**config.mk**
```make
export PLATFORM = sky130hd
export DESIGN_NAME = lfsr_byte_packer_flat
export DESIGN_NICKNAME = d
export VERILOG_FILES = /design/src/rtl/lfsr_byte_packer_pkg.sv /design/src/rtl/lfsr_byte_packer_if.sv /design/src/rtl/lfsr_word_fifo.sv /design/src/rtl/lfsr_byte_packer.sv /design/src/flat_wrapper.sv
export SDC_FILE = /design/constraint.sdc
export NUM_CORES = 1
export LEC_CHECK = 0
export CORE_MARGIN = 10
export CORE_UTILIZATION = 65
export CTS_BUF_LIST = sky130_fd_sc_hd__clkbuf_8
export DETAILED_ROUTE_END_ITERATION = 10
export DONT_BUFFER_PORTS = 1
export PLACE_DENSITY_LB_ADDON = 0.08
export SLEW_MARGIN = 20
export SYNTH_ARGS = -nofsm -noshare
export SYNTH_HDL_FRONTEND = slang
export SYNTH_SLANG_ARGS = --single-unit
```
**constraint.sdc**
```tcl
create_clock -name clk -period 3.4 [get_ports clk]
set_clock_uncertainty 0.05 [all_clocks]
set_input_delay 0.85 -clock clk [delete_from_list [all_inputs] [get_ports clk]]
set_output_delay 0.85 -clock clk [all_outputs]
set_load 0.1 [all_outputs]
```
**src/rtl/lfsr_byte_packer_pkg.sv**
```systemverilog
// Shared definitions for the LFSR keystream byte packer.
//   LFSR_W      : LFSR register width / default packed word width
//   LFSR_CNT_W  : width of a bit count able to hold 0..LFSR_W
//   word_entry_t: one FIFO entry, data plus its valid-bit count
package lfsr_pkg;

    localparam int LFSR_W = 8;

    function automatic int cnt_width(input int w);
        return $clog2(w + 1);
    endfunction

    localparam int LFSR_CNT_W = cnt_width(LFSR_W);

    typedef struct packed {
        logic [LFSR_W-1:0]     data;
        logic [LFSR_CNT_W-1:0] bits;
    } word_entry_t;

endpackage

```
**src/rtl/lfsr_byte_packer_if.sv**
```systemverilog
// Word stream leaving the packer (valid/ready).
//   word_out   : head-of-FIFO word
//   word_bits  : number of valid (MSB-aligned) bits in word_out
//   word_valid : a word is available
//   word_ready : consumer takes the head this cycle
// master = packer side, slave = consumer side.
interface lfsr_byte_packer_if #(
    parameter int W = lfsr_pkg::LFSR_W
);
    localparam int BW = $clog2(W + 1);

    logic [W-1:0]  word_out;
    logic [BW-1:0] word_bits;
    logic          word_valid;
    logic          word_ready;

    modport master (output word_out, word_bits, word_valid, input word_ready);
    modport slave  (input word_out, word_bits, word_valid, output word_ready);
endinterface

```
**src/rtl/lfsr_word_fifo.sv**
```systemverilog
// Synchronous DEPTH-entry FIFO holding packed words.
//   clk, rst  : clock, synchronous active-high reset (storage cleared)
//   push      : write push_data; ignored when full at start of cycle
//   push_data : entry to store
//   pop       : drop the head; ignored when empty
//   head      : current head entry (register contents)
//   full/empty: occupancy flags
module lfsr_word_fifo #(
    parameter int WIDTH = 12,
    parameter int DEPTH = 2
) (
    input  logic             clk,
    input  logic             rst,
    input  logic             push,
    input  logic [WIDTH-1:0] push_data,
    input  logic             pop,
    output logic [WIDTH-1:0] head,
    output logic             full,
    output logic             empty
);
    localparam int AW = $clog2(DEPTH);

    logic [WIDTH-1:0] mem [DEPTH];
    logic [AW-1:0]    wr_ptr;
    logic [AW-1:0]    rd_ptr;
    logic [AW:0]      count;
    logic             do_push;
    logic             do_pop;

    always_comb begin
        full    = (count == (AW+1)'(DEPTH));
        empty   = (count == '0);
        do_push = push && !full;
        do_pop  = pop && !empty;
        head    = mem[rd_ptr];
    end

    always_ff @(posedge clk) begin
        if (rst) begin
            for (int unsigned i = 0; i < DEPTH; i++) begin
                mem[i] <= '0;
            end
            wr_ptr <= '0;
            rd_ptr <= '0;
            count  <= '0;
        end else begin
            if (do_push) begin
                mem[wr_ptr] <= push_data;
                wr_ptr      <= wr_ptr + AW'(1);
            end
            if (do_pop) begin
                rd_ptr <= rd_ptr + AW'(1);
            end
            count <= count + (AW+1)'(do_push) - (AW+1)'(do_pop);
        end
    end
endmodule

```
**src/rtl/lfsr_byte_packer.sv**
```systemverilog
// Packs the serial LFSR keystream into W-bit words, MSB first, and queues
// them in a small FIFO. bit_ready gates the LFSR enable upstream so no bit
// is produced that cannot be stored. flush emits a partial word,
// left-aligned, with its valid-bit count.
//   clk, rst      : clock, synchronous active-high reset
//   bit_in        : serial keystream bit
//   bit_valid     : bit_in valid (LFSR enable)
//   bit_ready     : packer can take a bit this cycle
//   flush         : emit current partial word
//   word_if       : outgoing word stream (master)
//   words_emitted : words pushed into the FIFO, wraps modulo 2^CW
module lfsr_byte_packer
    import lfsr_pkg::*;
#(
    parameter int W     = LFSR_W,
    parameter int DEPTH = 2,
    parameter int CW    = 16
) (
    input  logic                       clk,
    input  logic                       rst,
    input  logic                       bit_in,
    input  logic                       bit_valid,
    output logic                       bit_ready,
    input  logic                       flush,
    lfsr_byte_packer_if.master         word_if,
    output logic [CW-1:0]              words_emitted
);
    localparam int BW = cnt_width(W);
    localparam logic [BW-1:0] LAST = BW'(W - 1);

    typedef struct packed {
        logic [W-1:0]  data;
        logic [BW-1:0] bits;
    } entry_t;

    logic [W-1:0]  acc;
    logic [W-1:0]  acc_nxt;
    logic [BW-1:0] bit_cnt;
    logic [BW-1:0] cnt_nxt;
    logic          flush_pending;
    logic          fifo_full;
    logic          fifo_empty;
    logic          accept;
    logic          last_bit;
    logic          flush_now;
    logic          push;
    entry_t        push_entry;
    entry_t        head;

    always_comb begin
        bit_ready = !rst && !flush_pending && !(fifo_full && bit_cnt == LAST);
        accept    = bit_valid && bit_ready;
        last_bit  = accept && (bit_cnt == LAST);

        acc_nxt = acc;
        cnt_nxt = bit_cnt;
        if (accept) begin
            acc_nxt = acc | (W'(bit_in) << (LAST - bit_cnt));
            cnt_nxt = bit_cnt + BW'(1);
        end

        // A flush counts the bit accepted this cycle; a completing bit wins
        // and the flush then has nothing left to emit.
        flush_now = flush && !flush_pending && !last_bit && (cnt_nxt != '0);

        // cnt_nxt equals W on the completing bit, so it is the count in
        // every push case (full word, immediate flush, deferred flush).
        push = last_bit || (flush_pending && !fifo_full) || (flush_now && !fifo_full);
        push_entry.data = acc_nxt;
        push_entry.bits = cnt_nxt;

        word_if.word_valid = !fifo_empty;
        word_if.word_out   = head.data;
        word_if.word_bits  = head.bits;
    end

    always_ff @(posedge clk) begin
        if (rst) begin
            acc           <= '0;
            bit_cnt       <= '0;
            flush_pending <= 1'b0;
            words_emitted <= '0;
        end else if (push) begin
            acc           <= '0;
            bit_cnt       <= '0;
            flush_pending <= 1'b0;
            words_emitted <= words_emitted + CW'(1);
        end else begin
            acc     <= acc_nxt;
            bit_cnt <= cnt_nxt;
            if (flush_now) begin
                flush_pending <= 1'b1;
            end
        end
    end

    lfsr_word_fifo #(
        .WIDTH ($bits(entry_t)),
        .DEPTH (DEPTH)
    ) u_fifo (
        .clk       (clk),
        .rst       (rst),
        .push      (push),
        .push_data (push_entry),
        .pop       (word_if.word_valid && word_if.word_ready),
        .head      (head),
        .full      (fifo_full),
        .empty     (fifo_empty)
    );
endmodule

```
**src/flat_wrapper.sv**
```systemverilog
// flat-port wrapper written by rule: the top's interface ports become plain ports
module lfsr_byte_packer_flat import lfsr_pkg::*;
#(
    parameter int W     = LFSR_W,
    parameter int DEPTH = 2,
    parameter int CW    = 16
)
  (clk, rst, bit_in, bit_valid, bit_ready, flush, words_emitted, word_if_word_out, word_if_word_bits, word_if_word_valid, word_if_word_ready);
  lfsr_byte_packer_if #(.W(W)) word_if_i ();
  input  logic clk;
  input  logic rst;
  input  logic bit_in;
  input  logic bit_valid;
  output logic bit_ready;
  input  logic flush;
  output logic [CW-1:0] words_emitted;
  output wire logic [$bits(word_if_i.word_out)-1:0] word_if_word_out;
  output wire logic [$bits(word_if_i.word_bits)-1:0] word_if_word_bits;
  output wire logic [$bits(word_if_i.word_valid)-1:0] word_if_word_valid;
  input wire logic [$bits(word_if_i.word_ready)-1:0] word_if_word_ready;
  assign word_if_word_out = word_if_i.word_out;
  assign word_if_word_bits = word_if_i.word_bits;
  assign word_if_word_valid = word_if_i.word_valid;
  assign word_if_i.word_ready = word_if_word_ready;
  lfsr_byte_packer #(.W(W), .DEPTH(DEPTH), .CW(CW)) u_core (.clk(clk), .rst(rst), .bit_in(bit_in), .bit_valid(bit_valid), .bit_ready(bit_ready), .flush(flush), .word_if(word_if_i), .words_emitted(words_emitted));
endmodule
```
* Yosys cells after proc, flatten, opt, wreduce, memory -nomap -nowiden
Memory sizes are Yosys's and may differ from the RTL's. A register that Yosys moved wholly into a read port is not among the register bits. Index checks and enable logic that the tools add are counted. Widths: inputs -> output; s select.
Word-level totals: memories kept 1, register bits after elaboration 33, RAM bits 24, output and inout bits 30
Memory list:
- u_core.u_fifo.mem | depth 2, width 12, read ports 1, clocked after Yosys merged registers in 1, wr ports 2, line lfsr_word_fifo.sv:23 | logic [WIDTH-1:0] mem [DEPTH];
Cells by class: bitwise logic cells 1, equal/unequal tests 2, add/sub/neg operators 7, muxes and demuxes 12, shifts and indexed selects 1, reductions and logical operators 25
Operators with widths (count):
- $add 16x1->16 const B | 1
- $logic_and 1x1->1 | 13
- $mux 12 | 1
- $reduce_or 12->1 | 1
- $mux 1 | 9
- $mux 8 | 1
- $or 8x8->8 | 1
- $shl 1x4->8 | 1
- $logic_not 1->1 | 6
- $add 4x1->4 const B | 1
- $eq 4x3->1 const B | 1
- $mux 4 | 1
- $reduce_bool 4->1 | 1
- $sub 3x4->4 const A | 1
- $add 1x1->1 const B | 2
- $add 2x1->2 | 1
- $eq 2x2->1 const B | 1
- $logic_not 2->1 | 1
- $logic_or 1x1->1 | 2
- $reduce_or 2->1 | 1
- $sub 2x1->2 | 1

* Logic depth before layout (Yosys ltp)
Gate-level depths: netlist of run 1.
depth in word-level cells 17, gate-level depth with buffers 13, mapped depth without buffers 12

* Hierarchy
Synthesis of run 1 repeated with hierarchy kept, for this count alone.
Second synthesis, totals: cell total of the unflattened synthesis 276, area total of the unflattened synthesis 2778.9 um^2
By module, submodules not included:
- lfsr_byte_packer | area an instance 1482.7 um^2, instances 1, cells an instance 171
- lfsr_word_fifo | area an instance 1296.2 um^2, instances 1, cells an instance 105

* Least setup slack after synthesis of run 1
OpenSTA, ideal clock, no wires.
kind input to output, from input rst, to output bit_ready, cell stages on the path 4, arrival time 3459 ps, setup slack -959 ps, data required time 2500 ps, path through buf_6 clkbuf_1 clkbuf_1 nor3_1
On the way: longest elaborated chain between the ends 3
RTL lines:
- start, declared | line flat_wrapper.sv:11 | input logic rst;
- $logic_not 1->1 | line lfsr_byte_packer.sv:51 | bit_ready = !rst && !flush_pending && !(fifo_full && bit_cnt == LAST);
- $logic_and 1x1->1 (2 in a row) | line lfsr_byte_packer.sv:51
- end, declared | line flat_wrapper.sv:14 | output logic bit_ready;
Every way passes these cells.

* Worst setup path after layout of run 1
from register u_core.bit_cnt[0], to register u_core.u_fifo.count[1]
On the way: longest elaborated chain between the ends 14, elaborated cells on any way between the ends 18
RTL lines:
- start, declared | line lfsr_byte_packer.sv:38 | logic [BW-1:0] bit_cnt;
- start signal, assigned | line lfsr_byte_packer.sv:90 | bit_cnt <= cnt_nxt;
- branches (longest 10 deep; another with $add 4x1->4)
- $logic_or 1x1->1 (*) | line lfsr_byte_packer.sv:68 | push = last_bit || (flush_pending && !fifo_full) || (flush_now && !fifo_full);
- $logic_and 1x1->1 (*) | line lfsr_word_fifo.sv:33 | do_push = push && !full;
- $add 2x1->2 (*) | line lfsr_word_fifo.sv:54 | count <= count + (AW+1)'(do_push) - (AW+1)'(do_pop);
- $sub 2x1->2 (*) | line lfsr_word_fifo.sv:54
- end signal, assigned | line lfsr_word_fifo.sv:54
- end, declared | line lfsr_word_fifo.sv:26 | logic [AW:0] count;
Mark *: on every way between the ends. A chain may end at the register's enable or synchronous reset.

==> results of run 1 <==
-- cell usage after synthesis, drive strengths merged, types with 2 or more instances --
master	number	area share
nand4	3	0.0067
mux2	25	0.10
nor3b	2	0.0094
nor3	23	0.045
a21boi	2	0.0054
buf	10	0.026
a211oi	3	0.0099
xor2	2	0.0063
nand3	7	0.013
xnor2	4	0.013
and3	4	0.011
nor2b	19	0.043
nand2	7	0.0094
edfxtp	24	0.26
o21ai	6	0.011
ha	4	0.018
clkbuf	6	0.0081
a21oi	15	0.027
nor4	3	0.013
inv	4	0.0054
and2	2	0.0045
or2	2	0.0045
or3	2	0.0063
nor2	46	0.062
dfxtp	34	0.24
o211a	2	0.0072
-- registers in the layout, summed over array words and instances (netlist names), named ones only --
name and flops:
u_core.u_fifo.mem 24, u_core.bit_cnt 4, u_core.words_emitted 16, u_core.u_fifo.rd_ptr 1
u_core.u_fifo.count 2, u_core.flush_pending 1, u_core.u_fifo.wr_ptr 1, u_core.acc 8
-- routing by layer --
layer,vias up,share of wire
met5,-,0
met4,0,0.024
met3,11,0.081
met2,71,0.43
met1,951,0.46
li1,992,-
-- logic make-up after synthesis --
logic type / after synthesis / synth area share
DFF: 58 / 0.502
and+or+nand+nor: 122 / 0.234
adders and majority gates: 4 / 0.0179
AOI/OAI and AO/OA: 35 / 0.0834
muxes: 26 / 0.104
buffers and inverters: 20 / 0.0394
xor gates and xnor gates: 6 / 0.0188
-- worst reg2reg max path: stages, from the launching register on --
cell and delay (ps):
dfxtp_1 510, ha_1 240, xnor2_1 70, and4b_4 230, or3_1 360, nand2_1 100, inv_1 60, ha_1 280
inv_1 70, ha_1 170, xor2_1 180, xnor2_1 140, nor2_1 50
-- worst max path at each step --
stage	from	to	slack, ps	cells past startpoint
finish	u_core.bit_cnt[0]	u_core.u_fifo.count[1]	780	12
floorplan	rst	bit_ready	310	4
global placement	bit_valid	u_core.u_fifo.count[1]	590	11
CTS	u_core.bit_cnt[0]	u_core.u_fifo.count[1]	750	12
global route	u_core.bit_cnt[0]	u_core.u_fifo.count[1]	560	12
detailed placement	bit_valid	u_core.u_fifo.count[1]	550	11
-- power by group through the flow --
| stage | Combinational [mW] | Clock [mW] | Sequential [mW] |
|---|---|---|---|
| after global placement | 0.568 | 0 | 0.831 |
| final | 0.582 | 0.824 | 0.819 |
| after CTS | 0.586 | 0.831 | 0.820 |
| after detailed placement | 0.574 | 0 | 0.833 |
| after floorplan | 0.529 | 0 | 0.829 |
| after global routing | 0.614 | 0.868 | 0.825 |
-- through the flow --
stage	hold slack [ps]	power, mW	std cells	util
floorplan	431	1.36	271	-
global placement	442	1.40	326	0.716
detailed placement	461	1.41	326	0.716
CTS	482	2.24	342	0.779
global route	499	2.31	343	0.780
finish	476	2.22	343	0.780
-- final cells by class --
cell class / instances / area share
clock buffers: 9 / 0.0389
well taps: 50 / 0.0196
diodes: 1 / 0.000785
flip-flops and latches: 58 / 0.440
multi-input cells: 193 / 0.405
clock inverters: 7 / 0.0416
inverters: 4 / 0.00471
repair buffers: 21 / 0.0495
==> metrics.md, run 1 <==
| Metric | Value |
|---|---|
| Result of the run | `complete, no violations` |
| Async set or reset register ratio after synthesis | `0` |
| Synthesis Warnings | `0` |
| Int Power | `1.45 mW` |
| Crit path buf inv count | `2` |
| CP Max Fanout | `10` |
| Rows | `23` |
| Total setup buffers inserted after CTS | `0` |
| Post-Syn Area | `2790 sq um` |
| Seq pwr share | `0.368` |
| Routed WL per cell | `17.2 microns` |
| Total grt overflow | `0` |
| Met1 GRT Util | `0.227` |
| Critical path arrival | `2800 ps` |
| Max incr delay on CP | `510 ps` |
| Distinct cell type count after synthesis | `46` |
| CP startpoint kind | `flip-flop` |
| Area occupied by multi-input gates | `1290 sq um` |
| Clock share of power | `0.370` |
| Hold path startpoint | `u_core.acc[1]` |
| Gr busiest metal | `met2` |
| CP dominant cell by count | `ha_1` |
| Critical path's top delay family | `simple AND/OR/NAND/NOR gates` |
| Chip height | `85.5 microns` |
| DR vias | `2025` |
| Fmax | `382 MHz` |
| Hold Path Cell Cnt | `2` |
| Reg2Reg Capture Point | `u_core.u_fifo.count[1]` |
| Unrepaired setup endpoints after global routing | `false` |
| Ports | `36` |
| Htree depth | `3` |
| Final Max Slew Viols | `0` |
| Synth Register Bits | `58` |
| Initial DRC count | `225` |
| Slowest library cell on the worst path | `dfxtp_1` |
| Comb pwr share | `0.262` |
| Starting Density | `0.683` |
| Psw | `776 uW` |
| GR met2 Demand/Resource | `0.240` |
| Initial antenna violation count | `1` |
| Hold path endpoint | `u_core.acc[1]` |
| CTS tree | `built` |
| Share of layout cells above drive strength 1 | `0.233` |
| CTS Root Cell | `clkbuf_8` |
| Vias in the first global route | `1945` |
| Pleak | `1.25 nW` |
| Clk slew on worst S/H paths | `60 ps` |
| GR Util All Layers | `0.172` |
| Vias per cell | `5.90` |
| DIE AREA | `7320 sq um` |
| NumNets Final | `297` |
| Main flop type after synthesis | `dfxtp_1` |
| Total wire length | `5.89 mm` |
| 1st-pass router iterations | `4` |
| Minimum clock period | `2620 ps` |
| Slew headroom | `0.347` |
| Hold crit path type | `reg2reg` |
| Crit. End Element | `flip-flop` |
| Cells after synthesis | `271` |
| Die Span X | `85.5 microns` |
| Final Setup Violations | `0` |
| Core Region | `4090 sq um` |
| First-pass GRT wire length | `10.1 mm` |
| Met3 GRT Util | `0.0558` |
| Reg area | `1400 sq um` |
| Post-cts sizing count | `0` |
| Commonest non-fill, non-tap cell in the layout | `nor2_1` |
| Post-synth EDFFs | `24` |
| CTS Buf Count | `9` |
| CP required | `3580 ps` |
| Area delta synth->final | `14.2%` |
| CP Class | `reg2reg` |
| Hold Vio Cnt, Final | `0` |
| Fill cell count | `291` |
| Placed instance area | `2930 sq um` |
| Clock Path Buffers | `2` |
| Setup TNS | `0 ps` |
| Cell Pwr Density | `698 nW/um^2` |
| Sequential area share after synthesis | `0.502` |
| Later-pin clock latency in the skew report | `340 ps` |
| Worst reg2reg startpoint | `u_core.bit_cnt[0]` |
| Maxcap violations | `0` |
| Setup WS pre-CTS | `548 ps` |
| Reg2reg path depth | `12` |
| Port Buffers | `0` |
| Synth Area per Inst | `10.3 sq um` |
| Fin worst setup slack | `780 ps` |
| Tcrit/Tclk final | `0.770` |
| Largest net degree at the start of global routing | `55` |
| Most frequent cells in the layout | `nor2_1, dfxtp_1, edfxtp_1` |
| DPL Wire Length | `3.87 mm` |
| DRC Markers | `0` |
| Post-Syn Nets | `281` |
| Switching share of power | `0.349` |
| Worst-margin pin slew | `979 ps` |
| Flop-to-flop setup slack | `780 ps` |
| Gpl congestion | `0.863` |
| CTS hold repair buffers | `0` |
| Maximum vdd drop | `0.000518 V` |
| Post-DRT Antenna Nets | `0` |
| Crit-path cells | `ha_1 -> xnor2_1 -> and4b_4 -> or3_1 -> nand2_1 -> inv_1 -> ha_1 -> inv_1 -> ha_1 -> xor2_1 -> xnor2_1 -> nor2_1` |
| Design area | `3190 sq um` |
| Clock sink count | `58` |
(Power assumes the default switching activity.)
==> inputs of run 2 (changes only) <==
CORE_UTILIZATION = 59   (was 65)
clock period = 2.3 ns   (was 3.4 ns; I/O delays follow)
==> run 2 against run 1 <==
  * Critical path depth unchanged
  * Sequential share of layout area decreased by 2.6 points
  * Routed wire length increased by 1.2%
  * Sequential power up 47%
  * Clock-buffer cell count stayed put
  * Flip-flop and latch count unchanged
  * First-iteration DRC count shrank 26%
  * Utilization is 1.5 points lower
  * Via count is 3.0% higher
  * Largest power group is now sequential cells
==> metrics.md, run 2 (synthesized netlist as in run 1, its figures left out) <==
| Metric | Value |
|---|---|
| Crit path buf inv count | `3` |
| Commonest non-fill, non-tap cell in the layout | `nor2_1` |
| Vias per cell | `5.62` |
| Cell Pwr Density | `903 nW/um^2` |
| CP Max Fanout | `7` |
| Area delta synth->final | `22.5%` |
| Design area | `3420 sq um` |
| DIE AREA | `7880 sq um` |
| Ports | `36` |
| Setup TNS | `0 ps` |
| Largest net degree at the start of global routing | `55` |
| Critical path's top delay family | `simple AND/OR/NAND/NOR gates` |
| DPL Wire Length | `4.22 mm` |
| First-pass GRT wire length | `10.0 mm` |
| 1st-pass router iterations | `4` |
| NumNets Final | `323` |
| CTS Buf Count | `9` |
| Gpl congestion | `0.799` |
| Starting Density | `0.624` |
| Placed cell count | `349` |
| CP startpoint | `u_core.bit_cnt[0]` |
| Critical path arrival | `2440 ps` |
| Hold Path Cell Cnt | `1` |
| Final Setup Violations | `0` |
| Later-pin clock latency in the skew report | `340 ps` |
| Total Power | `3.09 mW` |
| Clock sink count | `58` |
| Worst reg2reg startpoint | `u_core.bit_cnt[0]` |
| Clock Path Buffers | `2` |
| CP startpoint kind | `flip-flop` |
| Total wire length | `5.97 mm` |
| GR Util All Layers | `0.167` |
| Unrepaired setup endpoints after global routing | `true` |
| CTS Root Cell | `clkbuf_8` |
| CTS tree | `built` |
| Initial antenna violation count | `1` |
| CP required | `2480 ps` |
| Max FFs per register | `24` |
| Crit path depth | `12` |
| Final Max Slew Viols | `0` |
| Pleak | `1.37 nW` |
| CTS hold repair buffers | `0` |
| Maxcap violations | `0` |
| Finished Layout Cells | `371` |
| CP dominant cell by count | `ha_4` |
| Setup WS pre-CTS | `-156 ps` |
| Max incr delay on CP | `410 ps` |
| Initial DRC count | `167` |
| Most frequent cells in the layout | `nor2_1, buf_4, edfxtp_1` |
| Crit-path cells | `buf_6 -> and3_4 -> a221oi_2 -> or3_4 -> nand2_4 -> inv_4 -> ha_4 -> inv_2 -> ha_4 -> xor2_2 -> xnor2_1 -> nor2_1` |
| Routed WL per cell | `16.1 microns` |
| Die Span X | `88.8 microns` |
| Core Region | `4470 sq um` |
| Hold Vio Cnt, Final | `0` |
| Minimum clock period | `2260 ps` |
| Vias in the first global route | `2037` |
| Rows | `24` |
| Post-DRT Antenna Nets | `0` |
| Largest Register | `u_core.u_fifo.mem` |
| Chip height | `88.8 microns` |
| Hold path startpoint | `rst` |
| Clk slew on worst S/H paths | `70 ps` |
| Share of layout cells above drive strength 1 | `0.371` |
| Tcrit/Tclk final | `0.983` |
| Reg2reg path depth | `12` |
| Largest regs | `u_core.u_fifo.mem x24, u_core.words_emitted x16, u_core.acc x8` |
| Slew headroom | `0.646` |
| Slowest library cell on the worst path | `or3_4` |
| Placed instance area | `3150 sq um` |
| Maximum vdd drop | `0.000908 V` |
| DRC Markers | `0` |
| Result of the run | `complete, no violations` |
| Worst-margin pin slew | `526 ps` |
| Final Util | `0.765` |
| DR vias | `2086` |
| Hold_ws | `272 ps` |
| CP Class | `reg2reg` |
| Fin worst setup slack | `38.9 ps` |
| Crit. End Element | `flip-flop` |
| Hold crit path type | `in2reg` |
| Total grt overflow | `0` |
| Fill cell count | `315` |
| Fmax | `442 MHz` |
| Htree depth | `3` |
| Port Buffers | `0` |
==> run 2: power by group <==
part | total, mW | switching (mW) | internal (mW)
combinational | 1.00 | 0.731 | 0.273
sequential | 1.20 | 0.0578 | 1.15
clock | 0.881 | 0.394 | 0.488
total | 3.09 | 1.18 | 1.91
==> run 2: area by class of cell <==
type | instances | area (sq um) | share of cell area
sequential | 58 | 1420 | 0.414
multi-input combinational | 194 | 1380 | 0.404
timing repair buffer | 46 | 353 | 0.103
clock buffer | 9 | 124 | 0.0362
tap | 52 | 65.1 | 0.0190
clock inverter | 7 | 61.3 | 0.0179
inverter | 4 | 17.5 | 0.00512
antenna | 1 | 2.50 | 0.000732
==> run 2: path summary, 6_finish.rpt <==
check	slack [ps]	end
worst max-delay path	40	u_core.u_fifo.count[1]
worst min-delay path	270	u_core.words_emitted[1]
worst max register to register	40	u_core.u_fifo.count[1]
worst min register to register	440	u_core.words_emitted[1]
==> run 2: what timing repair did <==
action,in CTS,in global routing
cloned,0,1
gates resized for setup,2,12
endpoints found under the setup margin,2,26
pin swaps,0,3
buffers inserted,0,4
==> run 2: metal layers <==
layer	wire, microns	up-vias	share of wire	track usage
met4	140	0	0.023	0.0837
met3	516	12	0.087	0.0625
met2	2710	51	0.45	0.245
met1	2600	982	0.44	0.211
li1	-	1041	-	-
met5	0	-	0	0
